--- src/rtl/dmem_bridge_pkg.sv ---
// Shared definitions for the data-side memory bridge: access size codes and FSM states.
package dmem_bridge_pkg;

    // Access size codes as presented by the memory stage on data_size.
    localparam logic [2:0] DSZ_BYTE = 3'd0;
    localparam logic [2:0] DSZ_HALF = 3'd1;
    localparam logic [2:0] DSZ_WORD = 3'd2;

    // Bridge transaction states, shared with the instruction-side bridge.
    typedef enum logic [1:0] {
        StIdle,
        StReq,
        StWait,
        StDone
    } dmem_state_t;

endpackage

--- src/rtl/dmem_bridge_perf_counter.sv ---
// Free-running event counter with enable; wraps modulo 2^CNT_W.
module perf_counter #(
    parameter int unsigned CNT_W = 32
) (
    input  logic             clk,
    input  logic             rst,
    input  logic             en,
    output logic [CNT_W-1:0] count
);

    logic [CNT_W-1:0] count_q;

    // Count one per enabled cycle; natural overflow gives the wrap.
    always_ff @(posedge clk or negedge rst) begin
        if (!rst) begin
            count_q <= '0;
        end else if (en) begin
            count_q <= count_q + CNT_W'(1);
        end
    end

    assign count = count_q;

endmodule

--- src/rtl/dmem_bridge.sv ---
// Bridges the memory stage's single-cycle SRAM port onto a req/addr_ok/data_ok bus,
// stalling the pipeline until the bus transaction completes.
module dmem_bridge
    import dmem_bridge_pkg::*;
#(
    parameter int unsigned CNT_W = 32
) (
    input  logic             clk,
    input  logic             rst,
    // Memory-stage side
    input  logic             mem_en,
    input  logic [3:0]       mem_wen,
    input  logic [31:0]      mem_addr,
    input  logic [31:0]      mem_wdata,
    input  logic [2:0]       data_size,
    output logic [31:0]      mem_rdata,
    output logic             stall,
    input  logic             pipe_advance,
    input  logic             flush,
    // Bus side
    output logic             bus_req,
    output logic             bus_wr,
    output logic [1:0]       bus_size,
    output logic [31:0]      bus_addr,
    output logic [3:0]       bus_wstrb,
    output logic [31:0]      bus_wdata,
    input  logic             bus_addr_ok,
    input  logic             bus_data_ok,
    input  logic [31:0]      bus_rdata,
    // Performance counters
    output logic [CNT_W-1:0] perf_access,
    output logic [CNT_W-1:0] perf_stall
);

    dmem_state_t state_q;
    logic        req_q;
    logic        wr_q;
    logic [1:0]  size_q;
    logic [31:0] addr_q;
    logic [3:0]  wstrb_q;
    logic [31:0] wdata_q;
    logic [31:0] rdata_q;

    logic        start;
    logic        complete;

    // Only the low two size bits travel on the bus.
    logic        unused_size_msb;
    assign unused_size_msb = data_size[2];

    // Accept/complete decode and the combinational stall/read-data path.
    always_comb begin
        start    = (state_q == StIdle) && mem_en && !flush;
        complete = ((state_q == StReq) && bus_addr_ok && bus_data_ok) ||
                   ((state_q == StWait) && bus_data_ok);
        stall    = start || (((state_q == StReq) || (state_q == StWait)) && !complete);
        // Bypass on the completion cycle, otherwise present the captured data.
        mem_rdata = complete ? bus_rdata : rdata_q;
    end

    // Transaction FSM with registered bus request fields; flush cannot abort a started access.
    always_ff @(posedge clk or negedge rst) begin
        if (!rst) begin
            state_q <= StIdle;
            req_q   <= 1'b0;
            wr_q    <= 1'b0;
            size_q  <= 2'b00;
            addr_q  <= 32'h0;
            wstrb_q <= 4'h0;
            wdata_q <= 32'h0;
            rdata_q <= 32'h0;
        end else begin
            unique case (state_q)
                StIdle: begin
                    if (start) begin
                        req_q   <= 1'b1;
                        wr_q    <= |mem_wen;
                        size_q  <= data_size[1:0];
                        addr_q  <= mem_addr;
                        wstrb_q <= mem_wen;
                        wdata_q <= mem_wdata;
                        state_q <= StReq;
                    end
                end
                StReq: begin
                    if (bus_addr_ok) begin
                        req_q <= 1'b0;
                        if (bus_data_ok) begin
                            rdata_q <= bus_rdata;
                            state_q <= pipe_advance ? StIdle : StDone;
                        end else begin
                            state_q <= StWait;
                        end
                    end
                end
                StWait: begin
                    if (bus_data_ok) begin
                        rdata_q <= bus_rdata;
                        state_q <= pipe_advance ? StIdle : StDone;
                    end
                end
                StDone: begin
                    // Same instruction still sits in the memory stage; wait for it to leave.
                    if (pipe_advance || flush) begin
                        state_q <= StIdle;
                    end
                end
                default: begin
                    state_q <= StIdle;
                    req_q   <= 1'b0;
                end
            endcase
        end
    end

    assign bus_req   = req_q;
    assign bus_wr    = wr_q;
    assign bus_size  = size_q;
    assign bus_addr  = addr_q;
    assign bus_wstrb = wstrb_q;
    assign bus_wdata = wdata_q;

    perf_counter #(
        .CNT_W (CNT_W)
    ) u_cnt_access (
        .clk   (clk),
        .rst   (rst),
        .en    (complete),
        .count (perf_access)
    );

    perf_counter #(
        .CNT_W (CNT_W)
    ) u_cnt_stall (
        .clk   (clk),
        .rst   (rst),
        .en    (stall),
        .count (perf_stall)
    );

endmodule
--- config.mk ---
export PLATFORM = sky130hd
export DESIGN_NAME = dmem_bridge
export DESIGN_NICKNAME = d
export VERILOG_FILES = /design/src/rtl/dmem_bridge_pkg.sv /design/src/rtl/dmem_bridge_perf_counter.sv /design/src/rtl/dmem_bridge.sv
export SDC_FILE = /design/constraint.sdc
export NUM_CORES = 1
export LEC_CHECK = 0
export CAP_MARGIN = 20
export CORE_UTILIZATION = 40
export CTS_CLUSTER_DIAMETER = 80
export CTS_CLUSTER_SIZE = 28
export DETAILED_ROUTE_END_ITERATION = 12
export PLACE_DENSITY_LB_ADDON = 0.12
export SLEW_MARGIN = 20
export SYNTH_ARGS = -nofsm -noshare
export SYNTH_HDL_FRONTEND = slang
export SYNTH_SLANG_ARGS = --single-unit
--- constraint.sdc ---
create_clock -name clk -period 3 [get_ports clk]
set_clock_uncertainty 0.2 [all_clocks]
set_input_delay 0.45 -clock clk [delete_from_list [all_inputs] [get_ports clk]]
set_output_delay 0.45 -clock clk [all_outputs]
set_load 0.01 [all_outputs]
==> results of run 1 <==
[report_power, final]
part / internal, mW / switching (mW)
logic: 2.52 / 1.72
registers: 3.11 / 0.499
clock network: 1.30 / 0.927
total: 6.93 / 3.15
[kinds of logic after synthesis]
| group | after synthesis |
|---|---|
| AND/OR/NAND/NOR | 233 |
| flip-flops | 170 |
| multiplexers | 103 |
| XOR/XNOR | 62 |
| buffers and inverters | 32 |
| AO/OA/AOI/OAI | 10 |
| adder cells (fa/ha/maj) | 7 |
[layout make-up]
class | instances | area, um2
inverters | 7 | 26.3
flip-flops and latches | 170 | 4260
repair buffers | 301 | 3110
clock buffers | 20 | 467
clock inverters | 11 | 138
multi-input cells | 415 | 2990
fillers | 1420 | 6700
well taps | 229 | 287
[worst min path at each step]
stage,to,slack (ps),cells after the start
CTS,u_cnt_access.count[31]$_DFFE_PN0N_,280,1
global route,u_cnt_access.count[31]$_DFFE_PN0N_,290,1
floorplan,bus_addr[0]$_DFFE_PN0P_,-50,0
global placement,rdata_q[12]$_DFFE_PN0P_,250,1
finish,u_cnt_access.count[31]$_DFFE_PN0N_,270,1
detailed placement,u_cnt_access.count[31]$_DFFE_PN0N_,260,1
[metrics by stage]
step	cell area [um2]	power [mW]	std cells
detailed placement	10500	7.86	1115
finish	11300	10.1	1153
floorplan	7320	5.47	617
global placement	10500	7.72	1115
global route	11300	10.6	1153
CTS	11200	10.2	1151
[state kept, by name, indices dropped and copies added, names as in the netlist, 2 cells and up]
register,cells
bus_size,2
state_q,2
bus_wdata,32
rdata_q,32
bus_wstrb,4
u_cnt_access.count,32
bus_addr,32
u_cnt_stall.count,32
[worst max-delay path: stages (launching register included)]
cell and delay (ps):
dfrtp_2 410, inv_2 80, ha_1 290, a21bo_2 230
o21ai_2 200, clkdlybuf4s50_1 590
[repair_timing]
item                                   CTS  global route
endpoints found under the hold margin   57             0
gates resized for setup                 12            39
buffers inserted                         2             1
gates cloned                             2             1
setup endpoints to repair               33            32
hold buffers                             1             0
[metal layers]
| layer | vias up | global-route usage, % | wire [um] |
|---|---|---|---|
| met5 | - | 0 | 0 |
| met4 | 0 | 7.94 | 368 |
| met3 | 25 | 5.59 | 1210 |
| met2 | 171 | 34.7 | 9790 |
| met1 | 2760 | 24.7 | 7800 |
| li1 | 2681 | - | - |
[layout by cell type, fill, tap and decap left out, drive strengths merged, types with 4 or more instances in the layout]
cell type and instances:
buf 24, mux2 103, dlymetal6s2s 31, nand2 130, and4 6, clkdlybuf4s50 244, ha 7, dfrtp 170
xor2 18, nand3 23, clkbuf 20, and3 8, nor3 10, nor2 17, xnor2 44, and2 4
inv 9, clkinv 4, nand4 23
==> run summary, run 1 <==
The area fraction of the dominant cell type after synthesis is 58.1%. The number of max-cap violations is 0. The global-route wire length before repair came out at 29400 um. The power per standard cell area is 894 nW/um2.

STA classifies the critical path endpoint as a primary output. The run finished with clean final reports. The cell leakage power came out at 5.17 nW.

The worst-case clock buffer depth is 2. In this run the worst setup path begins at state_q[1]$_DFFE_PN0P_. The number of antenna diodes in the final layout is 0. The worst endpoint required time came out at 2350 ps. The detailed router placed 5637 vias in this run.

The post-detailed-routing wire length is 19200 um. Summing the areas of all xor and xnor instances in the mapped netlist gives 7.42% of the synthesized area. The maximum fanout encountered on the critical timing path is 3.

For the pin with the worst max-slew slack, the measured transition is 597 ps. For the worst setup path, the data arrival time is 2220 ps. The multiplexer area fraction after synthesis came out at 15.8%. For this run, the share of the core covered by cells in the final layout is 62.7%. The global-route total usage across every layer came out at 20.5%. The initial antenna violation count is 0. The number of synthesized flops with an enable pin is 0. A synthesized cell averages 11.9 um2.

The number of failing hold endpoints at the final stage is 0. In this run the horizontal extent of the chip is 137 um. By area the synthesized netlist is led by dfrtp_1 58%, mux2_2 16%, nand2_1 6.7%. The total overflow left after global routing is 0.

The I/O pin count is 279. The via count of the first global-routing pass is 5732. Among all cell types in the netlist, the one instantiated most often is dfrtp_1. By area, the combinational part of the netlist is dominated by multiplexers.

The routed length per placed instance came out at 16.6 um. The H-tree depth reported by CTS is 4. The remaining antenna violation count after routing came out at 0. The complex-gate fraction of the synthesized area is 0.940%. The worst slew margin relative to its limit came out at 60.2%. VDD sags by at most 0.000577 V.

The largest net degree at the start of global routing came out at 75. The area growth from synthesis to layout is 53.9%. The post-synthesis cell type count is 36. The post-CTS clock slew at the launch and capture registers of the worst setup and hold paths is 70 ps. The clock tree from TritonCTS is yes. The depth of the worst register-to-register path came out at 8.

The post-DP HPWL is 14000 um. The proportion of synthesized chip area in sequential cells came out at 58.1%. The worst hold path startpoint is u_cnt_access.count[31]$_DFFE_PN0N_. The total iterations of the first detailed-routing run came out at 4. The final critical-path setup slack is 131 ps. The tree is rooted in a clkbuf_16. The total of buffers placed on input and output ports came out at 277. The number of instances in the synthesized netlist came out at 617. The top cell type by total area after synthesis is dfrtp_1.

The setup violation total in the final timing report came out at 0. The ratio of final minimum period to clock period is 95.6%. The number of clock sinks is 170.

The die area came out at 18900 um2. Once the floorplan was initialized, standard cells occupied 40.8% of the core. The number of synthesis warnings came out at 0. The worst register-to-register path ends at u_cnt_stall.count[22]$_DFFE_PN0P_. The prevailing post-synth register cell is dfrtp_1.

The clock period minus final worst setup slack came out at 2870 ps. The most critical setup path has its endpoint at stall. The number of standard-cell rows in the floorplan is 49. The netlist area before placement came out at 7320 um2. Clock latency on the worst-skew pair, taken at its later pin, is 420 ps. At the placement stage, the worst setup path has a slack of 44.0 ps.

The source of the worst register-to-register timing path is state_q[1]$_DFFE_PN0P_. The final net count is 1029. The commonest cells after synthesis are 170 x dfrtp_1, 130 x nand2_1, 102 x mux2_2. Setup repair after global routing left no endpoint under its margin. The number of nets in the synthesized netlist is 734. The area of the core is 18000 um2.

The synthesis-stage register bit count is 170. The global placer's final weighted congestion is 0.808. The proportion of layout cells with a drive suffix above 1 came out at 18.4%.

The share of flip-flops with an asynchronous set or reset came out at 100%. The critical path is of the flop to primary output type. The register-to-register path setup slack came out at 430 ps.

The adder-cell share of the synthesized area came out at 1.20%. The maximum clock rate came out at 349 MHz. The setup total negative slack came out at 0 ps. The post-detailed-route DRC marker count came out at 0. The violation count after the first detailed-routing iteration came out at 186. The clock buffer count from CTS came out at 17. The detailed-route vias per instance came out at 4.89.

The post-synthesis share of cell area spent on and, or, nand and nor gates is 14.8%. The worst hold slack is 267 ps. The element type at the critical path start is a flop.

The count of final max-slew check failures is 0. The vertical die dimension came out at 137 um. In this run the worst hold path is classified as flop to flop.
Note: power is estimated with default switching activity, not from simulation.
==> inputs of run 2 (changes only) <==
--- a/config.mk
+++ b/config.mk
@@ -7,7 +7,7 @@
 export LEC_CHECK = 0
 export CAP_MARGIN = 20
 export CORE_UTILIZATION = 40
-export CTS_CLUSTER_DIAMETER = 80
+export CTS_CLUSTER_DIAMETER = 100
 export CTS_CLUSTER_SIZE = 28
 export DETAILED_ROUTE_END_ITERATION = 12
 export PLACE_DENSITY_LB_ADDON = 0.12
==> results of run 2 <==
The final DEF is identical to that of run 1; final timing and power are the same.
==> inputs of run 3 (changes only) <==
--- a/config.mk
+++ b/config.mk
@@ -10,7 +10,7 @@
 export CTS_CLUSTER_DIAMETER = 100
 export CTS_CLUSTER_SIZE = 28
 export DETAILED_ROUTE_END_ITERATION = 12
-export PLACE_DENSITY_LB_ADDON = 0.12
+export PLACE_DENSITY = 0.74
 export SLEW_MARGIN = 20
 export SYNTH_ARGS = -nofsm -noshare
 export SYNTH_HDL_FRONTEND = slang
==> run 3 against run 2 <==
Clock-buffer cell count is 2 lower; via count decreased by 1.0%; worst hold slack better by 7.1 ps; maximum frequency down 0.33%; largest cell class unchanged.
==> run summary, run 3 (synthesis gave the netlist of run 1 again) <==
The post-CTS clock slew at the launch and capture registers of the worst setup and hold paths came out at 60 ps. The remaining antenna violation count after routing is 0. The data arrival time at the worst-slack endpoint came out at 2230 ps. The number of inserted filler cells in the final layout came out at 1484.

The classification of the worst-slack hold path is flop to flop. The worst-case clock buffer depth is 2. Timing would allow up to 347 MHz.

The worst setup path is captured at a primary output. The clock share of power is 24.0%. The clock tree from TritonCTS is yes. In this run the static leakage power is 5.04 nW. The area of the core is 18000 um2. The power per standard cell area is 902 nW/um2. The category of the most critical setup path is flop to primary output. The global placer's final weighted congestion came out at 0.799. The tool flagged a number of max-cap violations equal to 0. The footprint of the flip-flops and latches came out at 4260 um2.

The register-to-register path setup slack came out at 570 ps. The tree is rooted in a clkbuf_16. The count of final max-slew check failures is 0. The worst endpoint required time is 2350 ps. The post-detailed-routing wire length came out at 18400 um. The first routing iteration left 214 violations. The area growth from synthesis to layout is 54.4%.

STA classifies the critical path startpoint as a flop. The worst slew margin relative to its limit is 55.3%. The global routing met3 resource utilization is 6.07%.

The floorplan step set the die height to 137 um. The clock latency at the later pin of the worst-skew pair came out at 420 ps. Combinational cells account for 40.8% of the total power.

The width of the die came out at 137 um. The peak ir drop on the vdd network is 0.000657 V. After routing, the total negative slack on setup checks comes to 0 ps. The die area came out at 18900 um2.

The post-route non-filler standard cell count came out at 1157. Counting the buffers created by CTS gives 17. The maximum fanout encountered on the critical timing path is 17. Including well taps, the total number of placed cells is 1116. The floorplan has 49 rows. The setup violation total in the final timing report is 0.

The count of vias placed by the detailed router came out at 5579. The largest net degree at the start of global routing came out at 75. For the pin with the worst max-slew slack, the measured transition is 665 ps. The final net count came out at 1033.

The area of the multi-input gates came out at 2990 um2. The met2 usage is 32.1%. The total iterations of the first detailed-routing run is 4. The post-detailed-route DRC marker count came out at 0.

The final design utilization is 62.9%. The number of failing hold endpoints at the final stage is 0. The power share of the sequential group is 35.1%.

Using the TritonRoute via totals, the vias-per-cell ratio works out to 4.82. The library cell used most frequently in the layout, excluding fill and tap cells, is clkdlybuf4s50_1. The initial antenna violation count came to 1. The global-route total usage across every layer is 19.6%. The internal portion of total power came out at 7.10 mW. The flow ran to the end, and the final reports show no timing, DRC or antenna violations.

279 I/O pins were placed. The cell area after layout is 11300 um2. The global-route wire length before repair is 28400 um. The proportion of layout cells with a drive suffix above 1 is 18.8%. Leaving out fill and tap cells, the most frequent cells in the layout are 244 x clkdlybuf4s50_1, 168 x dfrtp_1, 130 x nand2_1. The post-placement worst setup slack is 104 ps. The sum of overflow across all layers after global routing came out at 0. The total of buffers placed on input and output ports came out at 277. The number of clock sinks came out at 170. The via count of the first global-routing pass is 5506. The most used routing layer in global routing is met2.

The met1 track demand over resource came out at 25.3%. Dividing the final minimum period by the clock period gives 96.0%. Subtracting the final worst setup slack from the clock period gives 2880 ps. The net switching fraction of the power is 30.4%. Setup repair after global routing left no endpoint under its margin. The final critical-path setup slack is 121 ps. The H-tree was split into 4 levels. The power dissipated by switching net loads is 3.10 mW. The placed cell area came out at 10500 um2. The post-DP HPWL came out at 13000 um. The routed length per placed instance came out at 15.9 um. The initial standard-cell utilization of the core is 40.8%.
[run 3: layer usage]
layer | share of wire (%) | vias up
met5 | 0 | -
met2 | 50 | 143
met1 | 44 | 2718
met4 | 1.2 | 0
met3 | 5.5 | 15
li1 | - | 2703
[run 3: power groups by stage]
stage	Clock [mW]	Combinational (mW)	Sequential, mW
after floorplan	0	1.65	3.82
after global placement	0	4.19	3.57
after detailed placement	0	4.24	3.61
after CTS	2.51	4.18	3.57
after global routing	2.61	4.50	3.70
final	2.45	4.16	3.58
[run 3: final timing paths]
kind	endpoint	cells past startpoint	start
max	mem_rdata[0]	9	state_q[1]$_DFFE_PN0P_
min	u_cnt_stall.count[31]$_DFFE_PN0P_	1	u_cnt_stall.count[31]$_DFFE_PN0P_
min reg2reg	u_cnt_stall.count[31]$_DFFE_PN0P_	1	u_cnt_stall.count[31]$_DFFE_PN0P_
max reg2reg	u_cnt_access.count[19]$_DFFE_PN0N_	8	state_q[1]$_DFFE_PN0P_
max in group asynchronous	rdata_q[30]$_DFFE_PN0P_	3	rst
min in group asynchronous	rdata_q[1]$_DFFE_PN0P_	2	rst
[run 3: cell type report]
class                           count  area share (%)
Multi-Input combinational cell    415            26.4
Sequential cell                   170            37.6
Inverter                            7           0.232
Tap cell                          229            2.53
Clock buffer                       18            3.88
Antenna cell                        1          0.0221
Clock inverter                     12            1.88
Timing Repair Buffer              305            27.4
[run 3: repair_timing]
item / 4_1_cts / 5_1_grt
pin swaps: 1 / 0
hold buffers: 1 / 0
endpoints found under the setup margin: 33 / 9
buffers inserted: 0 / 7
gates resized for setup: 34 / 12
cloned: 1 / 1
endpoints found under the hold margin: 55 / 0
[run 3: critical path, stage by stage (launching register included)]
cell and delay [ps]:
dfrtp_2 410, inv_2 80, ha_4 180, a21oi_4 160, and2b_2 260, buf_4 140
clkbuf_16 170, nand2_1 70, nand2_1 50, dlygate4sd2_1 280
[run 3: per-stage QoR]
stage / total power, mW / hold slack (ps)
2_1_floorplan: 5.47 / -45.6
3_3_place_gp: 7.76 / 257
3_5_place_dp: 7.85 / 263
4_1_cts: 10.3 / 277
5_1_grt: 10.8 / 300
6_report: 10.2 / 274
